### config.mk
export PLATFORM = sky130hd
export DESIGN_NAME = fifo_drain_ctrl
export DESIGN_NICKNAME = d
export VERILOG_FILES = /design/src/rtl/fifo_drain_ctrl.sv
export SDC_FILE = /design/constraint.sdc
export NUM_CORES = 1
export LEC_CHECK = 0
export CAP_MARGIN = 10
export CORE_MARGIN = 5
export CORE_UTILIZATION = 45
export DETAILED_ROUTE_END_ITERATION = 16
export PLACE_DENSITY = 0.82
export SLEW_MARGIN = 40
export SYNTH_ARGS = -nofsm -noshare
export SYNTH_HDL_FRONTEND = slang
export SYNTH_SLANG_ARGS = --single-unit
### constraint.sdc
create_clock -name clk_i -period 2.4 [get_ports clk_i]
set_input_delay 0.48 -clock clk_i [delete_from_list [all_inputs] [get_ports clk_i]]
set_output_delay 0.48 -clock clk_i [all_outputs]
set_load 0.02 [all_outputs]
### src/rtl/fifo_drain_ctrl.sv
// rtl/fifo_drain_ctrl.sv - FIFO drain controller feeding a 2-entry skid buffer
//
// Ports:
//   clk_i        system clock, rising edge
//   rst_i        asynchronous active-low reset
//   enable_i     drain enable (1 = issue pops, 0 = stop issuing new pops)
//   count_i      FIFO occupancy, $clog2(depth)+1 bits
//   fifo_data_i  FIFO read data, valid the cycle after pop_o = 1
//   pop_o        FIFO pop request, combinational, one word per cycle
//   out_valid_o  downstream word valid
//   out_data_o   downstream word (oldest buffered word)
//   out_ready_i  downstream ready
//   busy_o       read in flight or skid buffer non-empty
module fifo_drain_ctrl #(
   parameter int depth = 16,
   parameter int width = 32
) (
   input  logic                   clk_i,
   input  logic                   rst_i,
   input  logic                   enable_i,
   input  logic [$clog2(depth):0] count_i,
   input  logic [width-1:0]       fifo_data_i,
   output logic                   pop_o,
   output logic                   out_valid_o,
   output logic [width-1:0]       out_data_o,
   input  logic                   out_ready_i,
   output logic                   busy_o
);

   typedef enum logic [1:0] {
      IDLE  = 2'd0,
      RUN   = 2'd1,
      FLUSH = 2'd2
   } state_t;

   state_t           state_q;
   state_t           state_d;
   logic             rd_q;
   logic [1:0]       occ_q;
   logic             head_q;
   logic [width-1:0] buf_q [0:1];

   logic             push;
   logic             pull;
   logic             tail;
   logic             pop_state_ok;
   logic [2:0]       resv;
   logic [2:0]       resv_after_pull;

   assign push        = rd_q;
   assign out_valid_o = (occ_q != 2'd0);
   assign pull        = out_valid_o & out_ready_i;
   assign busy_o      = rd_q | (occ_q != 2'd0);
   assign out_data_o  = buf_q[head_q];

   // With one word buffered the tail is the slot after the head; when the
   // buffer is empty the head slot itself is written.
   assign tail = head_q ^ (occ_q == 2'd1);

   // Slots already claimed: buffered words plus the word in flight.
   assign resv = {1'b0, occ_q} + {2'b0, rd_q};

   // A word handed downstream this cycle frees its slot at the same edge,
   // which is what lets the drain sustain one word per cycle; the claimed
   // count after this edge still never exceeds two.
   assign resv_after_pull = resv - {2'b0, pull};

   always_comb begin
      state_d      = state_q;
      pop_state_ok = 1'b0;
      case (state_q)
         IDLE: begin
            pop_state_ok = enable_i;
            if (enable_i) begin
               state_d = RUN;
            end
         end
         RUN: begin
            pop_state_ok = 1'b1;
            if (!enable_i) begin
               state_d = busy_o ? FLUSH : IDLE;
            end
         end
         FLUSH: begin
            if (enable_i) begin
               state_d = RUN;
            end else if (!busy_o) begin
               state_d = IDLE;
            end
         end
         default: begin
            state_d = IDLE;
         end
      endcase
   end

   // Gated by rst_i so no pop can escape while reset is held, without
   // waiting for a clock edge.
   assign pop_o = rst_i & enable_i & (count_i != '0) & pop_state_ok &
                  (resv_after_pull < 3'd2);

   always_ff @(posedge clk_i or negedge rst_i) begin
      if (!rst_i) begin
         state_q  <= IDLE;
         rd_q     <= 1'b0;
         occ_q    <= 2'd0;
         head_q   <= 1'b0;
         buf_q[0] <= '0;
         buf_q[1] <= '0;
      end else begin
         state_q <= state_d;
         rd_q    <= pop_o;
         if (push) begin
            buf_q[tail] <= fifo_data_i;
         end
         if (pull) begin
            head_q <= ~head_q;
         end
         case ({push, pull})
            2'b10:   occ_q <= occ_q + 2'd1;
            2'b01:   occ_q <= occ_q - 2'd1;
            default: occ_q <= occ_q;
         endcase
      end
   end

   a_no_overflow: assert property (@(posedge clk_i) disable iff (!rst_i)
      resv <= 3'd2);

endmodule

**Yosys cells after proc, flatten, opt, wreduce, memory -nomap -nowiden**

Cells that the tools add are included.

- Bits in registers: 70
- Output and inout port bits: 35

- Bitwise gates (word level): 10
- Magnitude comparators: 4
- Mux-type cells: 14
- Reduce and logical (&&, ||, !) cells: 6
- Equal/unequal tests: 8
- Add/sub/neg operators: 4

Operators with widths:

| kind | number |
|---|---|
| two-way mux 32 bit | 4 |
| bitwise mux 64 bit | 1 |
| demux 32 bit (select 1 bit) | 1 |
| two-way mux 2 bit | 5 |
| equality test 2 x 1 -> 1 bit (second input constant) | 3 |
| one-hot mux 2 bit (3 select lines) | 1 |
| AND 1 bit | 5 |
| nonzero test 5 bit | 1 |
| equality test 2 bit (second input constant) | 2 |
| greater-or-equal comparator 2 bit (second input constant) | 2 |
| != test 2 bit (second input constant) | 2 |
| NOT 1 -> 2 bit | 2 |
| one-hot mux 2 bit (2 select lines) | 1 |
| nonzero test 2 bit | 2 |
| adder 2 x 1 -> 3 bit | 1 |
| less-than comparator 3 x 2 -> 1 bit (second input constant) | 1 |
| != test 3 bit (second input constant) | 1 |
| AND reduction 3 bit | 1 |
| subtractor 3 x 1 -> 3 bit | 1 |
| adder 2 x 1 -> 2 bit (second input constant) | 1 |
| logical NOT 2 bit | 1 |
| less-than comparator 2 x 1 -> 1 bit (second input constant) | 1 |
| one-hot mux 1 bit (2 select lines) | 1 |
| subtractor 2 x 1 -> 2 bit (second input constant) | 1 |
| 4 further kinds | 4 |

**Logic depth before layout (Yosys ltp)**

Gate-level depths: netlist (run 1).

- Depth after elaboration: 8
- Mapped depth: 9
- Depth with buffers taken out: 8

**Worst setup path after synthesis (run 1)**

Ideal clock, no wire load.

- Path type: register -> output
- Start: register occ_q[1]
- End: output pop_o
- Cell stages (with the launch flop): 10
- Path slack: -0.560 ns
- Arrival time: 2.480 ns
- Cell sequence: dfrtp_1 > inv_1 > ha_1 > nand2b_1 > clkbuf_1 > xnor2_1 > nand2b_1 > fa_1 > nand4b_1 > a211oi_1

- Longest elaborated chain between the ends: 5
- Elaborated cells on any way between the ends: 6
- Those cells by class: 2 x add/sub; 1 x order compare; 2 x bitwise; 1 x reduce/logical

RTL lines:

| what | RTL line | RTL |
|---|---|---|
| start, declared | 39 | `logic [1:0] occ_q;` |
| start signal, assigned | 120 | `2'b10: occ_q <= occ_q + 2'd1;` |
| start signal, assigned | 121 | `2'b01: occ_q <= occ_q - 2'd1;` |
| start signal, assigned | 122 | `default: occ_q <= occ_q;` |
| parallel branches: the longest is 2 deep, another holds adder 2 x 1 -> 3 bit | -- |  |
| subtractor 3 x 1 -> 3 bit (*) | 66 | `assign resv_after_pull = resv - {2'b0, pull};` |
| less-than comparator 3 x 2 -> 1 bit (*) | 100 | `(resv_after_pull < 3'd2);` |
| AND 1 bit (*) | 99 | `assign pop_o = rst_i & enable_i & (count_i != '0) & pop_state_ok &` |
| end, declared | 23 | `output logic pop_o,` |

Every way passes the cells marked *.

**Final worst setup path (run 1)**

Ends and elaborated chain as after synthesis.

==> results of run 1 <==
critical path, delay by kind of cell, from the launching register on:
kind,cells,cell delay [ns]
buffers and inverters,2,0.21
DFF,1,0.37
adders and majority gates,2,0.63
AOI/OAI and AO/OA,1,0.21
and+or+nand+nor,3,0.45
xor gates and xnor gates,1,0.13
stage by stage:
step           area, sq um  power (W)  instances  worst slack, ns
6_report              4410    0.00665        401           -0.408
5_1_grt               4410    0.00707        401           -0.540
4_1_cts               4400    0.00672        401           -0.439
3_5_place_dp          4200    0.00575        386           -0.935
3_3_place_gp          4200    0.00564        386           -0.879
2_1_floorplan         3330    0.00442        208           -0.200
final cells by class:
class / instances / area (sq um)
clock buffers: 11 / 141
clock inverters: 4 / 47.5
fillers: 569 / 2770
inverters: 4 / 15.0
multi-input cells: 122 / 1450
flip-flops and latches: 70 / 1750
well taps: 99 / 124
repair buffers: 91 / 873
layer usage:
layer | global-route usage (%) | vias to the layer above
met5 | 0 | -
met4 | 6.01 | 0
met3 | 4.18 | 13
met2 | 25.1 | 48
met1 | 19.5 | 987
li1 | - | 904
sequential cells by signal (all words and copies together) (netlist names):
register / flops
buf_q: 64
occ_q: 2
state_q: 2
head_q: 1
push: 1
path summary, 6_finish.rpt:
kind / to / cells after the start / slack, ns
worst max-delay path: pop_o / 9 / -0.41
worst min-delay path: buf_q[33] / 2 / 0.28
worst max register to register: push / 8 / 0.45
worst min register to register: state_q[0] / 1 / 0.50
max in group asynchronous: occ_q[0] / 3 / 1.30
min in group clk_i: state_q[0] / 1 / 0.50
power by group through the flow:
stage	combinational, W	clock (W)	sequential, W
floorplan	0.00241	0	0.00201
global placement	0.00360	0	0.00205
CTS	0.00370	0.000937	0.00208
detailed placement	0.00366	0	0.00209
finish	0.00365	0.000912	0.00208
global route	0.00391	0.000987	0.00217
logic make-up (layout without fill, tap and decap cells):
kind of cell / count (synthesis) / count (layout)
muxes: 97 / 97
and+or+nand+nor: 12 / 12
AOI/OAI and AO/OA: 4 / 4
DFF: 70 / 70
xor gates and xnor gates: 6 / 6
adders and majority gates: 3 / 3
buffers and inverters: 16 / 110
placed cells by master (no fill, tap or decap):
master           count
clkdlybuf4s50_1     72
dfrtp_1             70
mux2_2              66
mux2_4              30
buf_4               14
clkbuf_8            10
inv_1                3
nor2_1               3
xor2_1               3
buf_6                3
nand2b_4             2
nand2_1              2
xnor2_1              2
clkinv_2             2
nand2b_1             1
inv_2                1
nor3_1               1
nand4b_1             1
a211oi_4             1
xnor2_4              1
a21boi_0             1
or2_2                1
mux2i_1              1
nor3b_1              1
a211oi_1             1
a21oi_1              1
fa_1                 1
ha_4                 1
ha_1                 1
clkbuf_1             1
clkinvlp_4           1
bufinv_16            1
dlygate4sd2_1        1
buf_2                1
==> results.toml, run 1 <==
[run_status]
status = "complete, but fails checks"
failed_checks = "negative setup slack"

[layout]
diodes = 0
nets = 342
drive_gt1_share_pct = 44.7
syn2layout_area_growth_pct = 34.6
post-route-util_pct = 61.4

[logic_synthesis]
synthXorXnorAreaFrac_pct = 1.61
async_reset_ff_share_pct = 100
synth-simple-area-share_pct = 1.99
yosysMostFrequentCell = "dfrtp_1"
postSynthCellCount = 208
yosysUniqueCellTypes = 23
synth_warnings = 0
yosysTopAreaCellShare_pct = 53.5
synth-compound-area-share_pct = 0.841
yosysSeqAreaShare_pct = 53.5
muxShareOfSynthArea_pct = 36.8
syn_area_sq_um = 3270
synthTopCellsByArea = "dfrtp_1 (54%), mux2_2 (23%), mux2_4 (14%), buf_12 (1.8%), xnor2_1 (0.80%)"
synth_top_family_by_area = "multiplexers"
synthAdderAreaFrac_pct = 1.38
ys.flop_type = "dfrtp_1"
synth_edf_count = 0
synth-seq-cells = 70
syn_avg_cell_area_sq_um = 15.7
yosys.area.top_type = "dfrtp_1"
synthTopCellsByCount = "dfrtp_1 (70), mux2_2 (66), mux2_4 (30)"
syn_nets = 252

[pwr]
powerDensity_nw_per_um2 = 1510
combPwrFrac_pct = 55.0
p_leak_nw = 1.96
swShare_pct = 33.2
power_switching_w = 0.00221
clkPwrFrac_pct = 13.7
power_frac_seq_pct = 31.3
vdd_drop_max_v = 0.000836
p_int_w = 0.00444

[sta]
setup_tns_ns = -0.408
tightest_slew_ns = 0.465
setup_viol = 1
period_needed_ns = 2.81
hold_viol = 0
fin_crit_sh_pct = 117
fmax_mhz = 356
holdWs_ns = 0.279
skew_ns = 0.00878
maxSlewHeadroom_pct = 69.0
setup_slack_ns = -0.408
rsz0062_at_grt = "yes"
slew_violations = 0

[routing]
route.met3.wl_microns = 297
top_layer_used = "met4"
dr_wl_met2_mm = 3.24
wl_per_cell_microns = 15.9
via_per_inst = 4.87
drc = 0
num_vias = 1952
ant_nets = 0
wl_met1_mm = 2.75
dr.pass1.iters = 3
drt_iter0_drc = 51
wirelength_mm = 6.38

[die]
core_area_sq_um = 7180
fp.dieArea_sq_um = 9080
pin_count = 76
num_rows = 31
start_util_pct = 45.6
die_y_microns = 95.3
die_w_microns = 95.3

[clocking]
ctsHoldBuffers = 0
cts.repair.resized = 9
numCtsBuffers = 9
cts_root_buf = "clkbuf_8"
tritoncts = "done"
htreeDepth = 3
clock-sinks = 70
cts.path.max_buffers = 2
cts.clk_slew.worst_paths_ns = 0.07
cts_setup_buffers = 0
clock_latency_ns = 0.33

[placed_design]
io_buffers = 75
place_congestion = 0.698
hpwlAfterDp_mm = 4.62

[setup_path]
r2r_start = "occ_q[1]"
worst_ep_required_time_ns = 1.92
cpMaxStageDelayCell = "fa_1"
path_class = "reg -> out"
cp.arrival_ns = 2.33
cp_cell_sequence = "inv_2 > ha_4 > nand2b_4 > xnor2_4 > nand2b_4 > fa_1 > nand4b_1 > a211oi_4 > buf_6"
crit_path_start = "occ_q[1]"
cpMostUsedCell = "nand2b_4"
endpoint_kind = "output pin"
path_max_fanout = 2
crit_path_start_kind = "flip-flop"
crit_path_max_incr_delay_ns = 0.48

[global_routing]
grt_pass1_wl_mm = 10.7
overflow = 0
antenna_found_initial = 0
grt_usage_pct = 15.4
grt_pass1_vias = 2230
grt_max_degree = 38

[worst_hold_path]
min_path_type = "in -> async"

[run]
cap_violations = 0
(Power assumes the default switching activity.)
==> run 2, diff against run 1 <==
--- a/config.mk
+++ b/config.mk
@@ -10,7 +10,6 @@
 export CORE_UTILIZATION = 45
 export DETAILED_ROUTE_END_ITERATION = 16
 export PLACE_DENSITY = 0.82
-export SLEW_MARGIN = 40
 export SYNTH_ARGS = -nofsm -noshare
 export SYNTH_HDL_FRONTEND = slang
 export SYNTH_SLANG_ARGS = --single-unit
==> results of run 2 <==
Same layout as run 1: the final DEF is identical, and so are final timing and power.
==> run 3, diff against run 2 <==
--- a/config.mk
+++ b/config.mk
@@ -9,7 +9,9 @@
 export CORE_MARGIN = 5
 export CORE_UTILIZATION = 45
 export DETAILED_ROUTE_END_ITERATION = 16
+export MAX_ROUTING_LAYER = met4
 export PLACE_DENSITY = 0.82
+export SKIP_CTS_REPAIR_TIMING = 1
 export SYNTH_ARGS = -nofsm -noshare
 export SYNTH_HDL_FRONTEND = slang
 export SYNTH_SLANG_ARGS = --single-unit
==> run 3 against run 2 <==
The flow still finishes with violations (negative setup slack). Clock skew hardly changed. Register-to-register slack barely moved. Clock-buffer cell count is the same. Wire length fell by 0.22%. Critical path depth stayed put. Combinational power barely moved. First-iteration DRC count decreased by 31%. Total power barely moved. Largest power group unchanged. Largest cell class unchanged. Core utilization grew 0.052 points. Final cell count unchanged. Sequential power about the same.
==> results.toml, run 3 (synthesized netlist as in run 1, its figures left out) <==
[run_status]
status = "complete, but fails checks"
failed_checks = "negative setup slack"

[sta]
fmax_mhz = 356
skew_ns = 0.00907
period_needed_ns = 2.81
rsz0062_at_grt = "yes"
maxSlewHeadroom_pct = 68.8
setup_slack_ns = -0.411
slew_violations = 0
hold_viol = 0
fin_crit_sh_pct = 117
setup_viol = 1
tightest_slew_ns = 0.468

[global_routing]
grt_pass1_wl_mm = 10.7
antenna_found_initial = 0
busiest_layer = "met2"
gr-usage-met2_pct = 25.1
met3_usage_pct = 3.87
overflow = 0
grt_max_degree = 38
grtUsageMet1_pct = 20.0
grt_usage_pct = 15.9
grt_pass1_vias = 2240

[routing]
via_per_inst = 4.88
wirelength_mm = 6.37
drc = 0
wl_per_cell_microns = 15.9
ant_nets = 0
drt_iter0_drc = 35
num_vias = 1957
dr.pass1.iters = 3

[setup_path]
path_class = "reg -> out"
path_max_fanout = 2
cp.arrival_ns = 2.33
crit_path_start_kind = "flip-flop"
endpoint_kind = "output pin"
worst_ep_required_time_ns = 1.92

[die]
num_rows = 31
die_w_microns = 95.3
start_util_pct = 45.6
pin_count = 76
fp.dieArea_sq_um = 9080
die_y_microns = 95.3
core_area_sq_um = 7180

[clocking]
htreeDepth = 3
clock_latency_ns = 0.33
tritoncts = "done"
numCtsBuffers = 9
cts.path.max_buffers = 2
cts.clk_slew.worst_paths_ns = 0.07
clock-sinks = 70
cts_root_buf = "clkbuf_8"

[pwr]
power_frac_seq_pct = 31.3
powerDensity_nw_per_um2 = 1510
vdd_drop_max_v = 0.000839
p_leak_nw = 1.97
combPwrFrac_pct = 55.0
totalPowerFinal_w = 0.00665
clkPwrFrac_pct = 13.7
power_switching_w = 0.00221
p_int_w = 0.00444
swShare_pct = 33.2

[layout]
layout.cells.non_filler = 401
largest_register = "buf_q"
layout_common_cells = "clkdlybuf4s50_1 (72), dfrtp_1 (70), mux2_2 (66), mux2_4 (30), buf_4 (14)"
fill_cells = 568
nets = 342
largest_register_ffs = 64
diodes = 0
top_regs = "buf_q (64), occ_q (2), state_q (2)"
final_common_cell = "clkdlybuf4s50_1"
syn2layout_area_growth_pct = 34.7
drive_gt1_share_pct = 44.7

[worst_hold_path]
min_path_type = "in -> async"

[placed_design]
place_congestion = 0.705
io_buffers = 75
placed_cells = 386
hpwlAfterDp_mm = 4.62

[run]
cap_violations = 0
==> run 3: changes by cell type in the layout (fill, tap and decap cells not counted) <==
cell            delta
dlygate4sd2_1      -1
dlymetal6s2s_1     +1
==> run 3: power by group through the flow <==
stage                     clock (W)  combinational, W  sequential (W)
after floorplan                   0           0.00241         0.00201
after global placement            0           0.00360         0.00205
after detailed placement          0           0.00366         0.00209
after CTS                  0.000937           0.00368         0.00208
after global routing       0.000989           0.00391         0.00217
final                      0.000913           0.00366         0.00208
==> run 3: per-stage QoR <==
step / util (%) / setup slack, ns / hold slack (ns) / setup TNS [ns] / instance area [sq um]
4_1_cts: 61.2 / -0.943 / 0.298 / -0.943 / 4390
6_report: 61.4 / -0.411 / 0.277 / -0.411 / 4410
5_1_grt: 61.4 / -0.544 / 0.299 / -0.544 / 4410
3_5_place_dp: 58.5 / -0.935 / 0.488 / -0.935 / 4200
2_1_floorplan: - / -0.200 / 0.184 / -0.200 / 3330
3_3_place_gp: 58.5 / -0.879 / 0.464 / -0.879 / 4200
==> run 3: per-layer routing <==
layer  vias to the layer above  wire length [microns]  share of wire (%)
li1                        905                      -                  -
met1                       992                   2800                 44
met2                        48                   3230                 51
met3                        12                    226                3.5
met4                         0                    112                1.8
met5                         -                      0                  0
==> run 3: layout make-up <==
cell class	count	area [sq um]	area share [%]
multi-input cells	122	1450	32.9
clock buffers	11	141	3.21
flip-flops and latches	70	1750	39.7
clock inverters	4	47.5	1.08
inverters	4	15.0	0.341
repair buffers	91	877	19.9
well taps	99	124	2.81
==> run 3: final timing paths <==
check	from	to	slack, ns	cells after the start
setup / recovery	occ_q[1]	pop_o	-0.41	9
hold / removal	rst_i	buf_q[33]	0.28	2
setup reg to reg	occ_q[1]	push	0.45	8
hold reg to reg	state_q[0]	state_q[0]	0.50	1
max in group asynchronous	rst_i	occ_q[0]	1.30	3
min in group clk_i	state_q[0]	state_q[0]	0.50	1
==> run 3: critical path, stage by stage (launching register included) <==
cell,delay [ns]
dfrtp_1,0.37
inv_2,0.06
ha_4,0.15
nand2b_4,0.16
xnor2_4,0.13
nand2b_4,0.14
fa_1,0.48
nand4b_1,0.15
a211oi_4,0.21
buf_6,0.15
